## src/rtl/rv_bringup_pkg.sv

```systemverilog
`default_nettype none
// ============================================================================
// Module      : rv_bringup_pkg
// Description : Shared types for the rv_cpu bring-up controller: the session
//               state encoding and the packed {pc, instr} trace entry.
// Revision    : 1.0 - initial release
// ============================================================================
package rv_bringup_pkg;

  // Session state, also exported on the controller's state_o port.
  typedef enum logic [2:0] {
    IDLE    = 3'd0,
    RESET   = 3'd1,
    RUN     = 3'd2,
    DONE    = 3'd3,
    TIMEOUT = 3'd4
  } bringup_state_e;

  localparam int PKG_XLEN = 32;

  // One trace record; pc sits in the upper half of the packed word.
  typedef struct packed {
    logic [PKG_XLEN-1:0] pc;
    logic [PKG_XLEN-1:0] instr;
  } trace_entry_t;

endpackage
`default_nettype wire

```

## src/rtl/rv_bringup_ctrl_if.sv

```systemverilog
`default_nettype none
// ============================================================================
// Module      : rv_bringup_ctrl_if
// Description : Trace readback bus of the bring-up controller.
//               master : trace reader (drives trace_rd_en)
//               slave  : controller   (drives data, valid, count and flags)
//   trace_rd_en    pop the oldest entry
//   trace_rd_data  {pc, instr} of the popped entry
//   trace_rd_valid one-cycle pulse, cycle after an accepted pop
//   trace_count    entries held
//   trace_empty    trace_count == 0
//   trace_overflow sticky, an entry was overwritten
// Revision    : 1.0 - initial release
// ============================================================================
interface rv_bringup_ctrl_if #(
  parameter int XLEN        = 32,
  parameter int TRACE_DEPTH = 16
);
  localparam int TCNT_W = $clog2(TRACE_DEPTH) + 1;

  logic              trace_rd_en;
  logic [2*XLEN-1:0] trace_rd_data;
  logic              trace_rd_valid;
  logic [TCNT_W-1:0] trace_count;
  logic              trace_empty;
  logic              trace_overflow;

  modport master (
    output trace_rd_en,
    input  trace_rd_data, trace_rd_valid, trace_count, trace_empty, trace_overflow
  );

  modport slave (
    input  trace_rd_en,
    output trace_rd_data, trace_rd_valid, trace_count, trace_empty, trace_overflow
  );
endinterface
`default_nettype wire

```

## src/rtl/rv_trace_ring.sv

```systemverilog
`default_nettype none
// ============================================================================
// Module      : rv_trace_ring
// Description : Circular trace buffer that overwrites its oldest entry when
//               full. Pops return data one cycle later with a valid pulse.
//   clk, rst       clock, synchronous active-low reset
//   clear_i        empty the buffer and clear the overflow flag
//   push_i/data_i  store an entry
//   pop_i          pop the oldest entry (ignored when empty)
//   rd_data_o      popped entry, rd_valid_o pulses with it
//   count_o        entries held, empty_o, overflow_o (sticky)
// Revision    : 1.0 - initial release
// ============================================================================
module rv_trace_ring #(
  parameter int W     = 64,
  parameter int DEPTH = 16
) (
  input  wire logic                     clk,
  input  wire logic                     rst,
  input  wire logic                     clear_i,
  input  wire logic                     push_i,
  input  wire logic [W-1:0]             push_data_i,
  input  wire logic                     pop_i,
  output logic      [W-1:0]             rd_data_o,
  output logic                          rd_valid_o,
  output logic      [$clog2(DEPTH):0]   count_o,
  output logic                          empty_o,
  output logic                          overflow_o
);
  localparam int PTR_W = $clog2(DEPTH);
  localparam int TCNT_W = PTR_W + 1;

  logic [W-1:0]      mem_q [DEPTH];
  logic [PTR_W-1:0]  wr_ptr_q, rd_ptr_q;
  logic [TCNT_W-1:0] count_q;
  logic              ovf_q, valid_q;
  logic [W-1:0]      data_q;

  logic full, push_ok, pop_ok;

  assign full    = (count_q == TCNT_W'(DEPTH));
  assign push_ok = push_i && !clear_i;
  assign pop_ok  = pop_i && (count_q != '0) && !clear_i;

  // Storage needs no reset; count and pointers define what is live.
  always_ff @(posedge clk) begin
    if (push_ok) mem_q[wr_ptr_q] <= push_data_i;
  end

  always_ff @(posedge clk) begin
    if (!rst) begin
      wr_ptr_q <= '0;
      rd_ptr_q <= '0;
      count_q  <= '0;
      ovf_q    <= 1'b0;
      valid_q  <= 1'b0;
      data_q   <= '0;
    end else if (clear_i) begin
      wr_ptr_q <= '0;
      rd_ptr_q <= '0;
      count_q  <= '0;
      ovf_q    <= 1'b0;
      valid_q  <= 1'b0;
    end else begin
      valid_q <= pop_ok;
      if (pop_ok) data_q <= mem_q[rd_ptr_q];
      if (push_ok) wr_ptr_q <= wr_ptr_q + 1'b1;
      // A push into a full ring discards the oldest entry; when a pop happens
      // in the same cycle that pop already consumed it, so advance only once.
      if (pop_ok || (push_ok && full)) rd_ptr_q <= rd_ptr_q + 1'b1;
      if (push_ok && full && !pop_ok) ovf_q <= 1'b1;
      if (push_ok && !pop_ok && !full)
        count_q <= count_q + 1'b1;
      else if (pop_ok && !push_ok)
        count_q <= count_q - 1'b1;
    end
  end

  assign rd_data_o  = data_q;
  assign rd_valid_o = valid_q;
  assign count_o    = count_q;
  assign empty_o    = (count_q == '0);
  assign overflow_o = ovf_q;
endmodule
`default_nettype wire

```

## src/rtl/rv_bringup_ctrl.sv

```systemverilog
`default_nettype none
// ============================================================================
// Module      : rv_bringup_ctrl
// Description : Bring-up controller for rv_cpu: sequences the CPU reset,
//               bounds the run length, watches retirement progress and keeps
//               a trace of the most recent (pc, instr) pairs.
//   clk, rst        clock, synchronous active-low reset
//   start_i         level, begins a session from IDLE/DONE/TIMEOUT
//   halt_req_i      CPU halt indication
//   cpu_rst_o       active-high reset to rv_cpu, low only in RUN
//   pc_write_i      one retirement; pc_i/instr_i traced with it
//   trace_if        trace readback bus (slave side)
//   state_o         bringup_state_e
//   cycle_count_o   RUN cycles, retired_count_o retirements (saturating)
//   done_o, timeout_o  session end flags
// Revision    : 1.0 - initial release
// ============================================================================
module rv_bringup_ctrl
  import rv_bringup_pkg::*;
#(
  parameter int XLEN        = 32,
  parameter int RST_CYCLES  = 5,
  parameter int RUN_CYCLES  = 50,
  parameter int WDOG_CYCLES = 1000,
  parameter int TRACE_DEPTH = 16,
  parameter int CNT_W       = 32
) (
  input  wire logic             clk,
  input  wire logic             rst,
  input  wire logic             start_i,
  input  wire logic             halt_req_i,
  output logic                  cpu_rst_o,
  input  wire logic             pc_write_i,
  input  wire logic [XLEN-1:0]  pc_i,
  input  wire logic [XLEN-1:0]  instr_i,
  rv_bringup_ctrl_if.slave      trace_if,
  output logic      [2:0]       state_o,
  output logic      [CNT_W-1:0] cycle_count_o,
  output logic      [CNT_W-1:0] retired_count_o,
  output logic                  done_o,
  output logic                  timeout_o
);
  localparam int RST_W = (RST_CYCLES > 1) ? $clog2(RST_CYCLES) : 1;
  localparam int WD_W  = $clog2(WDOG_CYCLES + 1);

  bringup_state_e   state_q;
  logic             cpu_rst_q;
  logic [RST_W-1:0] rcnt_q;
  logic [WD_W-1:0]  wdog_q, wdog_d;
  logic [CNT_W-1:0] cycle_q, cycle_d, ret_q, ret_d;

  logic [CNT_W:0]   cycle_inc;
  logic [WD_W:0]    wdog_inc;
  logic             start_ok, push, wdog_exit, run_exit;

  assign start_ok  = start_i && (state_q == IDLE || state_q == DONE || state_q == TIMEOUT);
  assign push      = (state_q == RUN) && pc_write_i;

  assign cycle_inc = {1'b0, cycle_q} + 1'b1;
  assign cycle_d   = (&cycle_q) ? cycle_q : cycle_inc[CNT_W-1:0];
  assign ret_d     = (pc_write_i && !(&ret_q)) ? ret_q + 1'b1 : ret_q;
  // Run length compares the post-increment count so DONE lands after exactly
  // RUN_CYCLES cycles; the extra bit keeps a saturated count from matching.
  assign run_exit  = (RUN_CYCLES != 0) && (cycle_inc == (CNT_W+1)'(RUN_CYCLES));

  assign wdog_inc  = {1'b0, wdog_q} + 1'b1;
  assign wdog_d    = pc_write_i ? '0 : wdog_inc[WD_W-1:0];
  assign wdog_exit = !pc_write_i && (wdog_inc == (WD_W+1)'(WDOG_CYCLES));

  always_ff @(posedge clk) begin
    if (!rst) begin
      state_q   <= IDLE;
      cpu_rst_q <= 1'b1;
      rcnt_q    <= '0;
      wdog_q    <= '0;
      cycle_q   <= '0;
      ret_q     <= '0;
    end else begin
      case (state_q)
        IDLE, DONE, TIMEOUT: begin
          if (start_i) begin
            state_q   <= RESET;
            cpu_rst_q <= 1'b1;
            rcnt_q    <= '0;
            wdog_q    <= '0;
            cycle_q   <= '0;
            ret_q     <= '0;
          end
        end
        RESET: begin
          if (rcnt_q == RST_W'(RST_CYCLES - 1)) begin
            state_q   <= RUN;
            cpu_rst_q <= 1'b0;
          end else begin
            rcnt_q <= rcnt_q + 1'b1;
          end
        end
        RUN: begin
          cycle_q <= cycle_d;
          ret_q   <= ret_d;
          wdog_q  <= wdog_d;
          if (halt_req_i) begin
            state_q   <= DONE;
            cpu_rst_q <= 1'b1;
          end else if (wdog_exit) begin
            state_q   <= TIMEOUT;
            cpu_rst_q <= 1'b1;
          end else if (run_exit) begin
            state_q   <= DONE;
            cpu_rst_q <= 1'b1;
          end
        end
        default: begin
          state_q   <= IDLE;
          cpu_rst_q <= 1'b1;
        end
      endcase
    end
  end

  rv_trace_ring #(
    .W     (2*XLEN),
    .DEPTH (TRACE_DEPTH)
  ) u_ring (
    .clk         (clk),
    .rst         (rst),
    .clear_i     (start_ok),
    .push_i      (push),
    .push_data_i ({pc_i, instr_i}),
    .pop_i       (trace_if.trace_rd_en),
    .rd_data_o   (trace_if.trace_rd_data),
    .rd_valid_o  (trace_if.trace_rd_valid),
    .count_o     (trace_if.trace_count),
    .empty_o     (trace_if.trace_empty),
    .overflow_o  (trace_if.trace_overflow)
  );

  assign cpu_rst_o       = cpu_rst_q;
  assign state_o         = state_q;
  assign cycle_count_o   = cycle_q;
  assign retired_count_o = ret_q;
  assign done_o          = (state_q == DONE);
  assign timeout_o       = (state_q == TIMEOUT);
endmodule
`default_nettype wire

```

## src/flat_wrapper.sv

```systemverilog
// flat-port wrapper written by rule: the top's interface ports become plain ports
module rv_bringup_ctrl_flat import rv_bringup_pkg::*;
#(
  parameter int XLEN        = 32,
  parameter int RST_CYCLES  = 5,
  parameter int RUN_CYCLES  = 50,
  parameter int WDOG_CYCLES = 1000,
  parameter int TRACE_DEPTH = 16,
  parameter int CNT_W       = 32
)
  (clk, rst, start_i, halt_req_i, cpu_rst_o, pc_write_i, pc_i, instr_i, state_o, cycle_count_o, retired_count_o, done_o, timeout_o, trace_if_trace_rd_en, trace_if_trace_rd_data, trace_if_trace_rd_valid, trace_if_trace_count, trace_if_trace_empty, trace_if_trace_overflow);
  rv_bringup_ctrl_if #(.XLEN(XLEN), .TRACE_DEPTH(TRACE_DEPTH)) trace_if_i ();
  input  wire logic clk;
  input  wire logic rst;
  input  wire logic start_i;
  input  wire logic halt_req_i;
  output logic cpu_rst_o;
  input  wire logic pc_write_i;
  input  wire logic [XLEN-1:0] pc_i;
  input  wire logic [XLEN-1:0] instr_i;
  output logic      [2:0] state_o;
  output logic      [CNT_W-1:0] cycle_count_o;
  output logic      [CNT_W-1:0] retired_count_o;
  output logic done_o;
  output logic timeout_o;
  input wire logic [$bits(trace_if_i.trace_rd_en)-1:0] trace_if_trace_rd_en;
  output wire logic [$bits(trace_if_i.trace_rd_data)-1:0] trace_if_trace_rd_data;
  output wire logic [$bits(trace_if_i.trace_rd_valid)-1:0] trace_if_trace_rd_valid;
  output wire logic [$bits(trace_if_i.trace_count)-1:0] trace_if_trace_count;
  output wire logic [$bits(trace_if_i.trace_empty)-1:0] trace_if_trace_empty;
  output wire logic [$bits(trace_if_i.trace_overflow)-1:0] trace_if_trace_overflow;
  assign trace_if_i.trace_rd_en = trace_if_trace_rd_en;
  assign trace_if_trace_rd_data = trace_if_i.trace_rd_data;
  assign trace_if_trace_rd_valid = trace_if_i.trace_rd_valid;
  assign trace_if_trace_count = trace_if_i.trace_count;
  assign trace_if_trace_empty = trace_if_i.trace_empty;
  assign trace_if_trace_overflow = trace_if_i.trace_overflow;
  rv_bringup_ctrl #(.XLEN(XLEN), .RST_CYCLES(RST_CYCLES), .RUN_CYCLES(RUN_CYCLES), .WDOG_CYCLES(WDOG_CYCLES), .TRACE_DEPTH(TRACE_DEPTH), .CNT_W(CNT_W)) u_core (.clk(clk), .rst(rst), .start_i(start_i), .halt_req_i(halt_req_i), .cpu_rst_o(cpu_rst_o), .pc_write_i(pc_write_i), .pc_i(pc_i), .instr_i(instr_i), .trace_if(trace_if_i), .state_o(state_o), .cycle_count_o(cycle_count_o), .retired_count_o(retired_count_o), .done_o(done_o), .timeout_o(timeout_o));
endmodule
```

## config.mk

```make
export PLATFORM = sky130hd
export DESIGN_NAME = rv_bringup_ctrl_flat
export DESIGN_NICKNAME = d
export VERILOG_FILES = /design/src/rtl/rv_bringup_pkg.sv /design/src/rtl/rv_bringup_ctrl_if.sv /design/src/rtl/rv_trace_ring.sv /design/src/rtl/rv_bringup_ctrl.sv /design/src/flat_wrapper.sv
export SDC_FILE = /design/constraint.sdc
export NUM_CORES = 1
export LEC_CHECK = 0
export CAP_MARGIN = 15
export CORE_MARGIN = 5
export CORE_UTILIZATION = 41
export DETAILED_ROUTE_END_ITERATION = 10
export PLACE_DENSITY = 0.66
export SETUP_SLACK_MARGIN = 0.5
export SKIP_LAST_GASP = 1
export SLEW_MARGIN = 10
export SYNTH_ARGS = -nofsm -noshare
export SYNTH_HDL_FRONTEND = slang
export SYNTH_SLANG_ARGS = --single-unit
```

## constraint.sdc

```tcl
create_clock -name clk -period 11.8 [get_ports clk]
set_input_delay 2.95 -clock clk [delete_from_list [all_inputs] [get_ports clk]]
set_output_delay 2.95 -clock clk [all_outputs]
set_load 0.03 [all_outputs]
```

==> out/qor.yml, run 1 <==
cts_hold_buf: 0
vdd_ir_drop_max_v: 0.000136
ant_nets: 0
crit_fanout: 5
cp_data_arrival_time_ps: 2640
nets: 2756
die-area_mm2: 0.119
worstHoldPathType: "reg2reg"
clk_latency_ps: 720
clk_pin_slew_ps: 60
avgSynthCellArea_um2: 18.9
pin_count: 212
synthMuxAreaShare_pct: 15.8
multi_input_area_mm2: 0.0116
post_cts_buffers: 0
status: "complete, no violations"
placedCellCount: 4046
setup_viol: 0
final_cells: 4279
final_common_cell: "edfxtp_1"
p_per_area_mw_per_mm2: 184
dr.first_iter.drc_count: 2037
synth_fp_nets: 2520
cap_viol_max_count: 0
fin_area_mm2: 0.0538
gp_congestion: 0.860
drt-wirelength-per-cell_um: 24.2
final_cell_mix: "edfxtp_1, mux4_2, clkdlybuf4s50_1"
worstSetupPathType: "reg2out"
layout_min_cycle_time_ps: 5590
grt.total_usage_pct: 17.0
synth_compound_area_share_pct: 2.58
drive_above_1_share_pct: 20.8
core_mm2: 0.112
leakage_nw: 16.2
post-place-ws_ps: 5660
synthArstFlopShare_pct: 0
worst_setup_path_start_kind: "flop"
grt_pass1_vias: 24300
drt-vias-per-instance: 5.53
vias: 23700
clock_path_buffers: 3
htreeDepth: 3
row_count: 123
antenna_found_initial: 13
synth_edf_count: 1024
synth_top_family_by_area: "multiplexers"
synth-seq-area-share_pct: 73.7
seqCellArea_mm2: 0.0340
cts_resized: 0
maxSlewViolCount: 0
synth_xor_area_share_pct: 1.03
setup_ws_ps: 6210
total_power_mw: 9.90
synth_seq_cells: 1184
initial_core_util_pct: 41.1
hold_viol_final: 0
worstMarginPinSlew_ps: 1200
grt-ovfl-total: 0
ys.warnings.count: 0
drcViolationCount: 0
tritoncts: "done"
die_h_um: 345
cp-end-kind: "primary output"
fin_setup_tns_ps: 0
synth_fa_ha_area_share_pct: 0.451
postPlaceCellArea_mm2: 0.0499
syn-instance-count: 2434
cts_buffers: 118
fill_cells: 9227
drtPass1Iterations: 5
finalClockSkew_ps: 83.4
syn2layout_area_growth_pct: 16.9
portBuffers: 211
root_buffer: "clkbuf_16"
relSlewSlack_pct: 20.0
synth.distinct_cells: 71
fmax_mhz: 179
grt_max_degree: 78
crit_required_ps: 8850
synthFlopType: "edfxtp_1"
grt_pass1_wl_um: 156000
routed_wl_um: 103000
dpl.hpwl_um: 60600
rsz0062_at_grt: "no"
cts.sink_count: 1184
syn_area_mm2: 0.0461
fin_crit_sh_pct: 47.4
yosys.area_share.simple_pct: 5.11
die_w_um: 345
==> logic make-up (layout without fill, tap and decap cells) <==
logic type,after synthesis,in the layout
AND/OR/NAND/NOR,498,498
flip-flops,1184,1184
AO/OA/AOI/OAI,207,207
other,0,6
buffers and inverters,150,489
XOR/XNOR,54,54
multiplexers,325,325
adder cells (fa/ha/maj),16,16
==> routing by layer <==
layer / share of wire [%] / vias up / routed length, µm / track usage [%]
li1: - / 10300 / - / -
met1: 40 / 12500 / 41800 / 22.4
met2: 51 / 763 / 52800 / 29.2
met3: 6.3 / 168 / 6530 / 3.46
met4: 2.2 / 8 / 2300 / 4.60
met5: 0.055 / - / 57 / 0
==> worst max-delay path, cell delays in order (launching register included) <==
cell	delay (ps)
dfxtp_1	390
nor4_1	440
nand2b_1	240
inv_1	160
clkdlybuf4s50_1	680
==> state kept, by name, summed over array words and instances (netlist names), 4 cells and up <==
register	cells
u_core.wdog_q	10
u_core.u_ring.rd_data_o	64
u_core.cycle_count_o	32
u_core.u_ring.mem_q	1024
u_core.u_ring.rd_ptr_q	4
u_core.u_ring.count_o	5
u_core.u_ring.wr_ptr_q	4
u_core.retired_count_o	32
==> where the power goes <==
group	switching (mW)	leakage, nW	internal (mW)
combinational	0.853	3.91	0.668
clock	1.59	1.84	2.05
sequential	0.0938	10.5	4.65
==> area by class of cell <==
type | instances | share of cell area [%]
Sequential cell | 1184 | 63.1
Multi-Input combinational cell | 1100 | 21.6
Clock buffer | 145 | 5.73
Timing Repair Buffer | 251 | 4.62
Tap cell | 1500 | 3.49
Clock inverter | 78 | 1.33
Inverter | 15 | 0.105
Antenna cell | 6 | 0.0279
==> worst paths after layout <==
check / from / slack, ps / to / cells past startpoint
worst max-delay path: u_core.u_ring.count_o[0]$_SDFFE_PP0P_ / 6210 / trace_if_trace_empty / 4
worst min-delay path: u_core.u_ring.rd_data_o[53]$_SDFFE_PN0P_ / 450 / u_core.u_ring.rd_data_o[53]$_SDFFE_PN0P_ / 2
worst min register to register: u_core.u_ring.rd_data_o[53]$_SDFFE_PN0P_ / 450 / u_core.u_ring.rd_data_o[53]$_SDFFE_PN0P_ / 2
worst max register to register: u_core.u_ring.rd_ptr_q[0]$_SDFFE_PP0P_ / 7470 / u_core.u_ring.rd_data_o[16]$_SDFFE_PN0P_ / 6
==> synthesized netlist by cell type (all sizes together), types with 3 or more instances <==
library cell,count,area share [%]
edfxtp,1024,67
mux4,320,16
nor2,167,1.4
dfxtp,160,7.0
nand2,160,1.3
a21oi,127,1.4
clkbuf,80,0.66
buf,55,0.57
o21ai,42,0.46
nand3,38,0.47
xnor2,28,0.53
xor2,26,0.49
nand4,24,0.33
nor3,22,0.25
ha,15,0.41
inv,15,0.12
and2,14,0.19
and3,13,0.19
or3,12,0.16
nor4,10,0.20
and4,8,0.15
nand2b,8,0.11
nand3b,8,0.13
a31oi,7,0.13
mux2i,5,0.11
o21a,5,0.082
nand4b,3,0.057
nor3b,3,0.060
o211ai,3,0.060
==> per-stage QoR <==
stage	hold WS (ps)	utilization (%)
after CTS	455	47.9
after detailed placement	446	44.5
after global placement	441	44.5
after floorplan	474	-
after global routing	472	48.0
final	453	48.0
No activity file was read; power rests on OpenSTA's default activity.
==> run 2: changes to the inputs <==
--- a/config.mk
+++ b/config.mk
@@ -9,7 +9,7 @@
 export CORE_MARGIN = 5
 export CORE_UTILIZATION = 41
 export DETAILED_ROUTE_END_ITERATION = 10
-export PLACE_DENSITY = 0.66
+export PLACE_DENSITY = 0.68
 export SETUP_SLACK_MARGIN = 0.5
 export SKIP_LAST_GASP = 1
 export SLEW_MARGIN = 10
==> constraint.sdc (replaced) <==
create_clock -name clk -period 4.89 [get_ports clk]
set_input_delay 1.2225 -clock clk [delete_from_list [all_inputs] [get_ports clk]]
set_output_delay 1.2225 -clock clk [all_outputs]
set_load 0.03 [all_outputs]
==> out/qor.yml, run 2 (synthesized netlist as in run 1, its figures left out) <==
worstMarginPinSlew_ps: 1020
grt_max_degree: 77
drt-vias-per-instance: 5.56
cts_hold_buf: 0
finalClockSkew_ps: 38.6
drtPass1Iterations: 6
post-place-ws_ps: 1230
core_mm2: 0.112
nets: 2768
grt-ovfl-total: 0
worstHoldPathType: "reg2reg"
syn2layout_area_growth_pct: 17.6
gp_congestion: 0.833
dpl.hpwl_um: 61000
largest_register_ffs: 1024
worstSetupPathType: "reg2out"
initial_core_util_pct: 41.1
top_register: "u_core.u_ring.mem_q"
post_cts_buffers: 0
portBuffers: 211
drcViolationCount: 0
antenna_found_initial: 11
setup_ws_ps: 1110
root_buffer: "clkbuf_16"
fmax_mhz: 265
maxSlewViolCount: 0
die-area_mm2: 0.119
fin_setup_tns_ps: 0
clk_pin_slew_ps: 60
dr.first_iter.drc_count: 2255
cts_buffers: 114
pin_count: 212
rsz0062_at_grt: "no"
final_common_cell: "edfxtp_1"
fin_util_pct: 48.4
clock_path_buffers: 3
cp_data_arrival_time_ps: 2560
die_h_um: 345
grt_pass1_wl_um: 158000
die_w_um: 345
tritoncts: "done"
routed_wl_um: 105000
setup_viol: 0
worst_setup_path_start_kind: "flop"
grt.total_usage_pct: 17.3
crit_fanout: 5
cap_viol_max_count: 0
layout_min_cycle_time_ps: 3780
final_cell_mix: "edfxtp_1, mux4_2, clkdlybuf4s50_1"
drt-wirelength-per-cell_um: 24.4
vdd_ir_drop_max_v: 0.000287
clk_latency_ps: 700
p_per_area_mw_per_mm2: 447
row_count: 123
grt_pass1_vias: 24400
ant_nets: 0
vias: 23800
crit_required_ps: 3670
cts_resized: 0
drive_above_1_share_pct: 21.6
status: "complete, no violations"
htreeDepth: 3
leakage_nw: 16.4
relSlewSlack_pct: 31.9
hold_viol_final: 0
cp-end-kind: "primary output"
cts.sink_count: 1184
fin_crit_sh_pct: 77.3
run 2: report_power, final:
part           total [mW]  leakage, nW  internal (mW)  switching, mW
clock network        9.03         1.89           5.29           3.75
logic                3.72         4.00           1.67           2.06
registers            11.5         10.5           11.2          0.230
run 2: area by class of cell:
class | instances | area (µm²)
Antenna cell | 3 | 7.51
Clock buffer | 140 | 3050
Clock inverter | 74 | 836
Fill cell | 9100 | 57900
Inverter | 15 | 56.3
Multi-Input combinational cell | 1100 | 11600
Sequential cell | 1184 | 34000
Tap cell | 1500 | 1880
Timing Repair Buffer | 267 | 2750
run 2: critical path: stages, from the launching register on:
cell and delay, ps:
dfxtp_1 380, nor4_1 440, nand2b_1 250, inv_1 120
clkdlybuf4s50_1 680
run 2: worst paths after layout:
path / end / start / depth (start not counted) / slack (ps)
max: trace_if_trace_empty / u_core.u_ring.count_o[0]$_SDFFE_PP0P_ / 4 / 1110
min: u_core.u_ring.rd_data_o[57]$_SDFFE_PN0P_ / u_core.u_ring.rd_data_o[57]$_SDFFE_PN0P_ / 2 / 450
max reg2reg: u_core.cycle_count_o[4]$_SDFFE_PN0P_ / u_core.cycle_count_o[0]$_SDFFE_PN0P_ / 9 / 1180
min reg2reg: u_core.u_ring.rd_data_o[57]$_SDFFE_PN0P_ / u_core.u_ring.rd_data_o[57]$_SDFFE_PN0P_ / 2 / 450
run 2: per-layer routing:
layer / vias to the layer above / GRT usage, % / wire (µm)
met2: 843 / 29.0 / 52600
li1: 10300 / - / -
met5: - / 0 / 69
met4: 10 / 4.45 / 2000
met1: 12500 / 23.1 / 42800
met3: 148 / 3.71 / 7180
run 2: through the flow:
stage | std cells | area (µm²) | hold WS [ps] | total power [mW]
2_1_floorplan | 2434 | 46100 | 474 | 14.1
3_3_place_gp | 4066 | 50300 | 443 | 15.4
3_5_place_dp | 4066 | 50300 | 449 | 15.5
4_1_cts | 4280 | 54200 | 457 | 24.5
5_1_grt | 4282 | 54200 | 474 | 25.2
6_report | 4283 | 54200 | 452 | 24.2
==> run 3: changes to the inputs <==
--- a/config.mk
+++ b/config.mk
@@ -9,7 +9,7 @@
 export CORE_MARGIN = 5
 export CORE_UTILIZATION = 41
 export DETAILED_ROUTE_END_ITERATION = 10
-export PLACE_DENSITY = 0.68
+export PLACE_DENSITY = 0.66
 export SETUP_SLACK_MARGIN = 0.5
 export SKIP_LAST_GASP = 1
 export SLEW_MARGIN = 10
==> constraint.sdc (replaced) <==
create_clock -name clk -period 3.63 [get_ports clk]
set_input_delay 0.9075 -clock clk [delete_from_list [all_inputs] [get_ports clk]]
set_output_delay 0.9075 -clock clk [all_outputs]
set_load 0.03 [all_outputs]
==> out/qor.yml, run 3 (synthesized netlist as in run 1, its figures left out) <==
status: "complete, no violations"
clk_pin_slew_ps: 60
antenna_found_initial: 23
pin_count: 212
drive_above_1_share_pct: 22.1
setup_ws_ps: 589
seqPwrFrac_pct: 47.2
hold_viol_final: 0
dpl.hpwl_um: 61000
die_w_um: 345
met1_usage_pct: 23.0
fin_util_pct: 48.8
finalClockSkew_ps: 35.4
crit_chain: "nor2_2 > and2_1 > clkdlybuf4s50_1"
intPower_mw: 24.4
die_h_um: 345
final_cell_mix: "edfxtp_1, mux4_2, clkdlybuf4s50_1"
crit_slowest_cell: "clkdlybuf4s50_1"
drt-wirelength-per-cell_um: 24.3
cap_viol_max_count: 0
gp_congestion: 0.816
layout_min_cycle_time_ps: 3040
grt.total_usage_pct: 17.2
clk_latency_ps: 710
portBuffers: 211
fin_area_mm2: 0.0547
critPathMaxStageDelay_ps: 660
die-area_mm2: 0.119
busiest_layer: "met2"
grt_pass1_vias: 24600
p_per_area_mw_per_mm2: 596
drtPass1Iterations: 5
p_clk_share_pct: 36.8
vdd_ir_drop_max_v: 0.000422
core_mm2: 0.112
vias: 23900
cp_data_arrival_time_ps: 2130
cts.sink_count: 1184
power_frac_comb_pct: 16.0
grt-ovfl-total: 0
switchingPower_mw: 8.19
tritoncts: "done"
fin_crit_sh_pct: 83.8
maxSlewViolCount: 0
root_buffer: "clkbuf_16"
use_met3_pct: 4.07
crit_fanout: 7
final_common_cell: "edfxtp_1"
placedCellCount: 4087
syn2layout_area_growth_pct: 18.8
cts_buffers: 116
relSlewSlack_pct: 47.0
drcViolationCount: 0
rsz0062_at_grt: "yes"
row_count: 123
setup_viol: 0
dr.first_iter.drc_count: 2333
leakage_nw: 16.6
post-place-ws_ps: 407
grt_pass1_wl_um: 157000
worstSetupPathType: "reg2out"
use_met2_pct: 28.8
final_cells: 4318
worstMarginPinSlew_ps: 796
nets: 2793
top_register: "u_core.u_ring.mem_q"
fin_setup_tns_ps: 0
p_sw_share_pct: 25.1
ant_nets: 0
initial_core_util_pct: 41.1
crit_required_ps: 2720
grt_max_degree: 73
cp-end-kind: "primary output"
clock_path_buffers: 3
postPlaceCellArea_mm2: 0.0508
drt-vias-per-instance: 5.53
worst_setup_path_start_kind: "flop"
largest_register_ffs: 1024
htreeDepth: 3
worstHoldPathType: "reg2reg"
cts_hold_buf: 0
routed_wl_um: 105000
fmax_mhz: 329
run 3: cell types whose count changed in the layout (fill, tap and decap cells not counted), moves of 3 or more:
cell / change
buf_12: +27
clkbuf_1: +13
bufinv_16: -5
clkinv_1: +5
buf_4: -4
clkinv_2: -4
clkinv_4: +4
diode_2: +4
clkinvlp_4: -3
run 3: area by class of cell:
type | instances | area, µm²
Multi-Input combinational cell | 1100 | 11700
Clock buffer | 154 | 3140
Timing Repair Buffer | 290 | 3260
Inverter | 15 | 56.3
Antenna cell | 7 | 17.5
Tap cell | 1500 | 1880
Fill cell | 9041 | 57300
Clock inverter | 68 | 713
Sequential cell | 1184 | 34000
run 3: power groups by stage:
stage / logic [mW] / clock network (mW) / registers (mW)
after floorplan: 2.90 / 0 / 16.1
after global placement: 5.17 / 0 / 15.6
after detailed placement: 5.23 / 0 / 15.7
after CTS: 5.24 / 12.3 / 15.4
after global routing: 5.64 / 12.9 / 15.4
final: 5.20 / 12.0 / 15.4
run 3: worst paths after layout:
kind,start,to,slack (ps),cells after the start
hold reg to reg,u_core.u_ring.rd_data_o[56]$_SDFFE_PN0P_,u_core.u_ring.rd_data_o[56]$_SDFFE_PN0P_,450,2
setup reg to reg,u_core.cycle_count_o[0]$_SDFFE_PN0P_,u_core.cycle_count_o[3]$_SDFFE_PN0P_,640,10
setup / recovery,u_core.state_o[0]$_SDFFE_PN0P_,timeout_o,590,3
hold / removal,u_core.u_ring.rd_data_o[56]$_SDFFE_PN0P_,u_core.u_ring.rd_data_o[56]$_SDFFE_PN0P_,450,2
run 3: metrics by stage:
step / hold WS, ps / power (mW)
5_1_grt: 473 / 34.0
3_5_place_dp: 448 / 20.9
6_report: 454 / 32.6
4_1_cts: 457 / 32.9
2_1_floorplan: 474 / 19.0
3_3_place_gp: 444 / 20.8
run 3: what timing repair did:
| item | CTS | global route |
|---|---|---|
| gates resized for setup | 4 | 4 |
| setup endpoints to repair | 3 | 31 |
| buffers inserted | 0 | 2 |
run 3: worst max-delay path, delay by kind of cell, from the launching register on:
family,cells,cell delay [ps]
buf+inv,1,660
flops,1,390
simple gates,2,400
run 3: layer usage:
| metal | wire [µm] | up-vias | share of wire, % |
|---|---|---|---|
| li1 | - | 10400 | - |
| met1 | 42800 | 12500 | 41 |
| met2 | 52100 | 783 | 50 |
| met3 | 7690 | 180 | 7.3 |
| met4 | 1990 | 22 | 1.9 |
| met5 | 149 | - | 0.14 |
